[src/rtl/sort_loader.sv]
// sort_loader: collects eight serial WIDTH-bit elements into a parallel frame
// (a0 = first element received) and presents it with a valid/ready handshake.
// Optional feature: define SORT_LOADER_FLUSH_EN to add a 'flush' input that
// zero-pads and presents a partially filled frame.
module sort_loader #(
    parameter int WIDTH = 8
) (
    input  logic             clk,
    input  logic             rst_n,
    input  logic [WIDTH-1:0] in_data,
    input  logic             in_valid,
`ifdef SORT_LOADER_FLUSH_EN
    input  logic             flush,
`endif
    output logic             in_ready,
    output logic [WIDTH-1:0] a0,
    output logic [WIDTH-1:0] a1,
    output logic [WIDTH-1:0] a2,
    output logic [WIDTH-1:0] a3,
    output logic [WIDTH-1:0] a4,
    output logic [WIDTH-1:0] a5,
    output logic [WIDTH-1:0] a6,
    output logic [WIDTH-1:0] a7,
    output logic             out_valid,
    input  logic             out_ready,
    output logic [3:0]       count,
    output logic [7:0]       frames
);

    typedef enum logic {
        FILL = 1'b0,
        HOLD = 1'b1
    } state_e;

    state_e           state_q, state_d;
    logic [WIDTH-1:0] slots_q [8];
    logic [WIDTH-1:0] slots_d [8];
    logic [3:0]       count_q, count_d;
    logic [7:0]       frames_q, frames_d;

    // Next-state: accept into the next free slot while filling, release the
    // frame on the downstream handshake while holding.
    always_comb begin
        state_d  = state_q;
        slots_d  = slots_q;
        count_d  = count_q;
        frames_d = frames_q;
        case (state_q)
            FILL: begin
                if (in_valid) begin
                    slots_d[count_q[2:0]] = in_data;
                    count_d               = count_q + 4'd1;
                end
                if (count_d == 4'd8) begin
                    state_d = HOLD;
                end
`ifdef SORT_LOADER_FLUSH_EN
                // Flush is evaluated after the same-cycle accept, so an 8th
                // element arriving with flush is an ordinary completion.
                else if (flush && (count_d != 4'd0)) begin
                    for (int unsigned i = 0; i < 8; i++) begin
                        if (i >= 32'(count_d)) begin
                            slots_d[i[2:0]] = '0;
                        end
                    end
                    count_d = 4'd8;
                    state_d = HOLD;
                end
`endif
            end
            HOLD: begin
                if (out_ready) begin
                    state_d  = FILL;
                    count_d  = 4'd0;
                    frames_d = frames_q + 8'd1;
                end
            end
            default: state_d = FILL;
        endcase
    end

    // State registers with asynchronous active-low clear.
    always_ff @(posedge clk or negedge rst_n) begin
        if (!rst_n) begin
            state_q  <= FILL;
            slots_q  <= '{default: '0};
            count_q  <= '0;
            frames_q <= '0;
        end else begin
            state_q  <= state_d;
            slots_q  <= slots_d;
            count_q  <= count_d;
            frames_q <= frames_d;
        end
    end

    assign in_ready  = (state_q == FILL);
    assign out_valid = (state_q == HOLD);
    assign count     = count_q;
    assign frames    = frames_q;
    assign a0        = slots_q[0];
    assign a1        = slots_q[1];
    assign a2        = slots_q[2];
    assign a3        = slots_q[3];
    assign a4        = slots_q[4];
    assign a5        = slots_q[5];
    assign a6        = slots_q[6];
    assign a7        = slots_q[7];

endmodule

[config.mk]
export PLATFORM = sky130hd
export DESIGN_NAME = sort_loader
export DESIGN_NICKNAME = d
export VERILOG_FILES = /design/src/rtl/sort_loader.sv
export SDC_FILE = /design/constraint.sdc
export NUM_CORES = 1
export LEC_CHECK = 0
export ABC_AREA = 1
export ABC_CLOCK_PERIOD_IN_PS = 2700
export CORE_MARGIN = 2
export CORE_UTILIZATION = 50
export DETAILED_ROUTE_END_ITERATION = 8
export GPL_TIMING_DRIVEN = 0
export PLACE_DENSITY = 0.92
export SYNTH_ARGS = -nofsm -noshare
export SYNTH_HDL_FRONTEND = slang
export SYNTH_SLANG_ARGS = --single-unit
[constraint.sdc]
create_clock -name clk -period 2.7 [get_ports clk]
set_clock_uncertainty 0.2 [all_clocks]
set_input_delay 0.81 -clock clk [delete_from_list [all_inputs] [get_ports clk]]
set_output_delay 0.81 -clock clk [all_outputs]
set_load 0.02 [all_outputs]
==> impl_metrics.env <==
export IMPL_synth_compound_area_frac=0.123
export IMPL_io_buffers=89
export IMPL_slew_violations=0
export IMPL_hold_start="a0[2]"
export IMPL_fillers=449
export IMPL_power_per_cell_area_mw_per_mm2=1300
export IMPL_fmax_mhz=388
export IMPL_rsz0062_at_grt="no"
export IMPL_finalCritPeriodShare=0.954
export IMPL_grt_pass1_wl_um=12500
export IMPL_antenna_found_initial=0
export IMPL_reg2regPathDepth=5
export IMPL_worstSetupPathType="reg -> out"
export IMPL_synth_area_top_cells="dfrtp_1, nand2_1, o21ai_0, buf_6, inv_1"
export IMPL_diodes=0
export IMPL_root_buffer="clkbuf_8"
export IMPL_dp_cells=466
export IMPL_hold_path_class="reg -> reg"
export IMPL_worst_pin_slew_ps=936
export IMPL_setup_viol=0
export IMPL_clk_latency_ps=350
export IMPL_ys_types=19
export IMPL_ys_warn_count=0
export IMPL_overflow=0
export IMPL_rows=28
export IMPL_most_common_layout_cells="nand2_1, clkdlybuf4s50_1, dfrtp_1"
export IMPL_gp_congestion=0.789
export IMPL_wl_per_cell_um=16.2
export IMPL_clkTransAtPathRegs_ps=80
export IMPL_max_slew_margin=0.376
export IMPL_place_ws_ps=114
export IMPL_final_cell_area_mm2=0.00420
export IMPL_coreArea_mm2=0.00585
export IMPL_cts_setup_buffers=0
export IMPL_whs_path_depth=2
export IMPL_syn_to_final_growth_pct=39.9
export IMPL_synth_top_area_frac=0.642
export IMPL_synth_mux_area_frac=0.00375
export IMPL_nets=416
export IMPL_crit_path_end_kind="primary output"
export IMPL_irDropWorstVdd_mv=0.854
export IMPL_die_area_mm2=0.00664
export IMPL_cts_resized=0
export IMPL_cts_buffer_depth=2
export IMPL_finalCriticalPeriod_ps=2580
export IMPL_dp_final_hpwl_um=5400
export IMPL_placed_cell_area_mm2=0.00398
export IMPL_die_y_um=81.5
export IMPL_start_util=0.513
export IMPL_fin_util=0.717
export IMPL_die_w_um=81.5
export IMPL_synth_xor_area_frac=0.00584
export IMPL_totalWireLength_um=7790
export IMPL_synth_simple_area_share=0.153
export IMPL_synth_seq_cells=77
export IMPL_syn_nets=316
export IMPL_syn_area_mm2=0.00300
export IMPL_worst_ep_arrival_time_ps=1570
export IMPL_ys_seq_area_frac=0.642
export IMPL_synth_largest_area_cell="dfrtp_1"
export IMPL_cp_required_ps=1690
export IMPL_fin_tns_setup_ps=0
export IMPL_worstReg2RegStart="count[0]"
export IMPL_crit_path_start="out_valid"
export IMPL_cts_tree="yes"
export IMPL_outcome="finished, final reports clean"
export IMPL_clock_sinks=77
export IMPL_dr_pass1_iters=4
export IMPL_drv_cap=0
export IMPL_vias=2500
export IMPL_yosys_area_share_adder=0.00834
export IMPL_synth_top_family_by_area="simple AND/OR/NAND/NOR gates"
export IMPL_postSynthCellCount=302
export IMPL_grt_max_degree=78
export IMPL_drtAntennaViolNets=0
export IMPL_ioPinCount=90
export IMPL_drt_iter0_markers=178
export IMPL_stdcell_count=482
export IMPL_post_drt_via_cell_ratio=5.19
export IMPL_drcViolationCount=0
export IMPL_fin_ws_ps=124
export IMPL_p_leak_nw=1.98
export IMPL_cp_max_fo=8
export IMPL_syn_avg_cell_area_um2=9.94
export IMPL_reg2reg_slack_ps=940
export IMPL_numCtsBuffers=9
export IMPL_h_tree_depth=3
export IMPL_grt_use_total=0.257
export IMPL_finalHoldViolations=0
export IMPL_ctsHoldBuffers=0
export IMPL_final_common_cell="nand2_1"
export IMPL_critPathLaunchType="flip-flop"
export IMPL_drive_gt1_frac=0.0713
export IMPL_grt_pass1_vias=2569
==> layer usage <==
layer	GRT usage	share of wire
met1	0.314	0.39
met4	0.0881	0.010
met2	0.439	0.52
met5	0	0
met3	0.0725	0.084
==> cells by family after synthesis <==
group / after synthesis
buffers and inverters: 33
adder cells (fa/ha/maj): 2
multiplexers: 1
AND/OR/NAND/NOR: 114
flip-flops: 77
XOR/XNOR: 2
AO/OA/AOI/OAI: 73
==> stage by stage <==
stage          hold WS [ps]  total power, mW
6_report                294             5.46
5_1_grt                 316             5.79
3_5_place_dp            278             4.54
2_1_floorplan           314             3.24
3_3_place_gp            266             4.41
4_1_cts                 300             5.49
==> final timing paths <==
kind / to
max: in_ready
min: a0[2]
max reg2reg: a3[2]
min reg2reg: a0[2]
max in group asynchronous: a6[3]
min in group asynchronous: count[0]
==> cell type report <==
type                       instances  area, um2  area share
buffer                             9        101      0.0241
clock buffer                      10        128      0.0304
clock inverter                     6       87.6      0.0209
inverter                          24       90.1      0.0215
multi-input combinational        192        882       0.210
sequential                        77       1930       0.459
tap                               75       93.8      0.0224
timing repair buffer              89        888       0.212
==> worst max-delay path, stage by stage (launching register included) <==
cell and delay (ps):
dfrtp_1 390, buf_6 150, inv_1 80, clkdlybuf4s50_1 600
==> power breakdown <==
group	leakage, nW	switching, mW	total (mW)	internal (mW)
Sequential	0.973	0.345	1.99	1.64
Combinational	0.898	1.37	2.53	1.16
Clock	0.110	0.423	0.944	0.521
==> cells in the mapped netlist <==
master	instances
xnor2_1	2
buf_6	9
mux2_2	1
nor2_1	11
or2_2	1
ha_1	2
inv_1	24
nand2_1	93
a21oi_1	1
dfrtp_1	77
nor3_1	1
nor3_4	1
o21ai_0	65
nor2_2	1
nand4_1	1
o21ai_1	3
nand3b_1	1
nand3_1	4
o22ai_1	4
==> flip-flops by register name, summed over array words and instances, names as in the netlist, 4 cells and up <==
name,cells
count,4
a5,8
a3,8
a0,8
a1,8
a2,8
frames,8
a4,8
a7,8
a6,8
(Power assumes the default switching activity.)
==> variant 1, RTL diff (same flow settings) <==
Add a define of `SORT_LOADER_FLUSH_EN`.
--- a/src/rtl/sort_loader.sv
+++ b/src/rtl/sort_loader.sv
@@ -4,2 +4,4 @@
 // zero-pads and presents a partially filled frame.
+`define SORT_LOADER_FLUSH_EN
+
 module sort_loader #(
Ports: changed (added flush); port bits go from 90 to 91. No check against the original RTL was run, so the function may have changed too.
==> variant 1 against the original RTL <==
Maximum frequency up 2.0%; wire length grew 43%; worst setup slack gained 51 ps; synthesized cell count up 71%; clock power shrank 12%; sequential cell count did not move; synthesized area increased by 32%; power increased by 4.6%; final area is 24% higher; critical path type is now input port to register; critical endpoint is now a1[5]; highest routed layer unchanged.
==> variant 1: results (changes against the original RTL) <==
| Metric | Value |
|---|---|
| WP data arrival | 2560 ps (was 1570 ps) |
| DP Cell Count | 708 (was 466) |
| Largest cells by area after synthesis | dfrtp_1 (49%), nand2_1 (17%), nor3_1 (5.3%) (was dfrtp_1 (64%), nand2_1 (12%), o21ai_0 (11%)) |
| Largest net degree at the start of global routing | 66 (was 78) |
| Primary FF master, synth | dfrtp_1 (unchanged) |
| Synth cell types | 24 (was 19) |
| Crit path largest cell delay | 530 ps (was 600 ps) |
| Vias in the first global route | 3766 (was 2569) |
| Total GRT Usage | 26.75% (was 25.71%) |
| Static leakage | 2.531 nW (was 1.981 nW) |
| Worst slack, placed | -187.4 ps (was 113.7 ps) |
| Layout cells sized above 1 | 7.407% (was 7.125%) |
| Area taken by multi-input logic gates | 0.001844 mm^2 (was 882.1 um^2) |
| Vias per std cell | 5.538 (was 5.187) |
| Vias | 4004 (was 2500) |
| Final HPWL DP | 8009 um (was 5396 um) |
| Post-CTS Setup Bufs | 1 (was 0) |
| Outcome | complete, no violations (unchanged) |
| Syn_nets | 531 (was 316) |
| HP Class | input port to asynchronous set/reset pin (was register to register) |
| RePlAce Congestion | 0.8967 (was 0.7894) |
| Cts repair resizes | 1 (was 0) |
| Peak VDD IR | 0.6850 mV (was 0.8536 mV) |
| First-pass GRT wire length | 18010 um (was 12520 um) |
| Syn Inst Count | 516 (was 302) |
| Dpl cell area | 0.004997 mm^2 (was 0.003983 mm^2) |
| Avg WL per Cell | 15.43 um (was 16.16 um) |
| Actual slew at the worst max-slew pin | 767.6 ps (was 935.5 ps) |
| Crit path max-delay family | simple AND/OR/NAND/NOR gates (was buffers and inverters) |
variant 1: area by class of cell:
| cell class | instances | share of cell area [%] |
|---|---|---|
| clock buffer | 10 | 2.461 |
| buffer | 20 | 1.713 |
| inverter | 24 | 1.810 |
| timing repair buffer | 91 | 17.81 |
| multi-input combinational | 394 | 35.57 |
| clock inverter | 5 | 1.014 |
| sequential | 77 | 37.16 |
| tap | 102 | 2.461 |
variant 1: metal layers:
layer / track usage (%) / wire length, um / vias up
met2: 42.63 / 5191 / 216
li1: - / - / 1886
met3: 6.184 / 1248 / 38
met1: 35.06 / 4363 / 1864
met5: 0 / 0 / -
met4: 11.52 / 353 / 0
variant 1: power by group through the flow:
stage	Sequential [mW]	Clock (mW)	Combinational [mW]
floorplan	2.39	0	1.17
global placement	1.92	0	2.81
detailed placement	1.93	0	2.92
CTS	1.92	0.838	2.95
global route	1.98	0.890	3.19
finish	1.94	0.827	2.95
variant 1: final timing paths:
kind | cells past startpoint | start | slack (ps) | endpoint
worst max-delay path | 9 | in_valid | 170 | a1[5]
worst min-delay path | 1 | rst_n | 100 | a4[4]
worst min register to register | 1 | frames[7] | 280 | frames[7]
min in group clk | 1 | frames[7] | 280 | frames[7]
max in group asynchronous | 2 | rst_n | 1620 | a3[6]
worst max register to register | 8 | count[0] | 560 | a1[5]
variant 1: cells by family after synthesis:
group,share of synthesized area [%]
buffers and inverters,4.620
AOI/OAI and AO/OA,8.449
and+or+nand+nor,33.99
DFF,48.73
adders and majority gates,0.6328
muxes,2.025
xor gates and xnor gates,1.551
variant 1: worst reg2reg max path, cell delays in order (launching register included):
cell	delay, ps
dfrtp_1	470
ha_1	320
nand2_1	50
o21ai_1	210
inv_1	160
nand2_2	150
nand4_2	260
nand2_1	150
nand2_1	60
==> variant 2, RTL diff (same settings) <==
Without the edit above. Put one more register stage on the output `count`, cleared by the reset. The value now appears one clock later. The other outputs are not delayed to match.
--- a/src/rtl/sort_loader.sv
+++ b/src/rtl/sort_loader.sv
@@ -98,3 +98,9 @@
     assign out_valid = (state_q == HOLD);
-    assign count     = count_q;
+    always_ff @(posedge clk or negedge rst_n) begin
+        if (!rst_n) begin
+            count <= '0;
+        end else begin
+            count <= count_q;
+        end
+    end
     assign frames    = frames_q;
Check against the original RTL: not equivalent (Yosys sat finds a counterexample within 4 cycles, from zero or initial values and one cycle with rst_n low).
==> variant 2 against the original RTL <==
Worst setup slack improved by 2.4 ps; critical endpoint unchanged; register-to-register slack got worse by 20 ps; sequential cell count increased by 4; power increased by 3.0%; wire length increased by 3.8%; synthesized area increased by 3.1%; non-clock buffer count unchanged; final area increased by 3.0%.
==> variant 2: results (changes against the original RTL) <==
| Metric | Value |
|---|---|
| Outcome | complete, no violations (unchanged) |
| Avg WL per Cell | 16.63 um (was 16.16 um) |
| Seq/Total Area, Yosys | 65.51% (was 64.22%) |
| Syn Inst Count | 306 (was 302) |
| DP Cell Count | 470 (was 466) |
| Metal2 WL | 4161 um (was 4044 um) |
| WL met1 | 3219 um (was 3008 um) |
| Largest net degree at the start of global routing | 65 (was 78) |
| HP Class | input port to asynchronous set/reset pin (was register to register) |
| Dpl cell area | 0.004094 mm^2 (was 0.003983 mm^2) |
| WL met3 | 539 um (was 654 um) |
| Port bufs | 88 (was 89) |
| First-pass GRT wire length | 12740 um (was 12520 um) |
| Vias per std cell | 5.307 (was 5.187) |
| Met1 usage | 32.82% (was 31.38%) |
| Drt pass-1 iters | 5 (was 4) |
| Post-Route WL | 8081 um (was 7788 um) |
| Initial detailed-routing violation count | 197 (was 178) |
| Final nets | 420 (was 416) |
| R2R depth | 6 (was 5) |
| Syn_nets | 320 (was 316) |
| Peak VDD IR | 0.7146 mV (was 0.8536 mV) |
| Vias in the first global route | 2549 (was 2569) |
| Critical Path Fanout Max | 8 (unchanged) |
| Commonest cells post-synth | nand2_1 (92), dfrtp_1 (81), o21ai_0 (63) (was nand2_1 (93), dfrtp_1 (77), o21ai_0 (65)) |
| R2r endpoint | a0[0] (was a3[2]) |
| RePlAce Congestion | 0.8082 (was 0.7894) |
| Largest cells by area after synthesis | dfrtp_1 (66%), nand2_1 (11%), o21ai_0 (10%) (was dfrtp_1 (64%), nand2_1 (12%), o21ai_0 (11%)) |
| Synth cell types | 20 (was 19) |
| Met3 GRT Util | 4.130% (was 7.253%) |
| Static leakage | 2.029 nW (was 1.981 nW) |
[variant 2: cells by family (layout without fill, tap and decap cells)]
group           Yosys count  count (layout)  synth area share, %
mux                       1               1               0.3639
simple gates            113             113                14.52
buf+inv                  33             138                5.984
compound gates           73              73                11.97
flops                    81              81                65.51
xor+xnor                  3               3               0.8493
fa+ha+maj                 2               2               0.8086
[variant 2: worst max path at each step]
stage                 to  slack [ps]  cells past startpoint
5_1_grt         in_ready          80                      2
3_5_place_dp   frames[7]         350                      6
3_3_place_gp       a3[5]       -2030                      1
6_report        in_ready         130                      2
4_1_cts         in_ready         120                      2
2_1_floorplan      a7[5]         790                      7
[variant 2: where the power goes]
part	switching (mW)	leakage, nW	total [mW]	internal (mW)
clock network	0.445	0.105	0.992	0.547
logic	1.36	0.902	2.52	1.16
registers	0.383	1.02	2.12	1.73
[variant 2: per-stage QoR]
step | hold WS (ps) | setup TNS [ps] | worst slack, ps
finish | 118.5 | 0 | 126.0
global route | 133.1 | 0 | 79.46
detailed placement | 222.8 | 0 | 346.0
global placement | 212.2 | -164000 | -2029
CTS | 119.0 | 0 | 121.2
floorplan | 194.9 | 0 | 790.0
[variant 2: final cells by class]
| type | count | area [um^2] |
|---|---|---|
| flip-flops and latches | 81 | 2027 |
| fillers | 415 | 1633 |
| repair buffers | 89 | 905.9 |
| multi-input cells | 192 | 882.1 |
| clock buffers | 10 | 137.6 |
| plain buffers | 9 | 95.09 |
| well taps | 75 | 93.84 |
| clock inverters | 6 | 91.34 |
| inverters | 24 | 90.09 |
[variant 2: worst max-delay path: stages, from the launching register on]
cell	delay (ps)
dfrtp_1	490
inv_2	120
clkdlybuf4s50_1	600
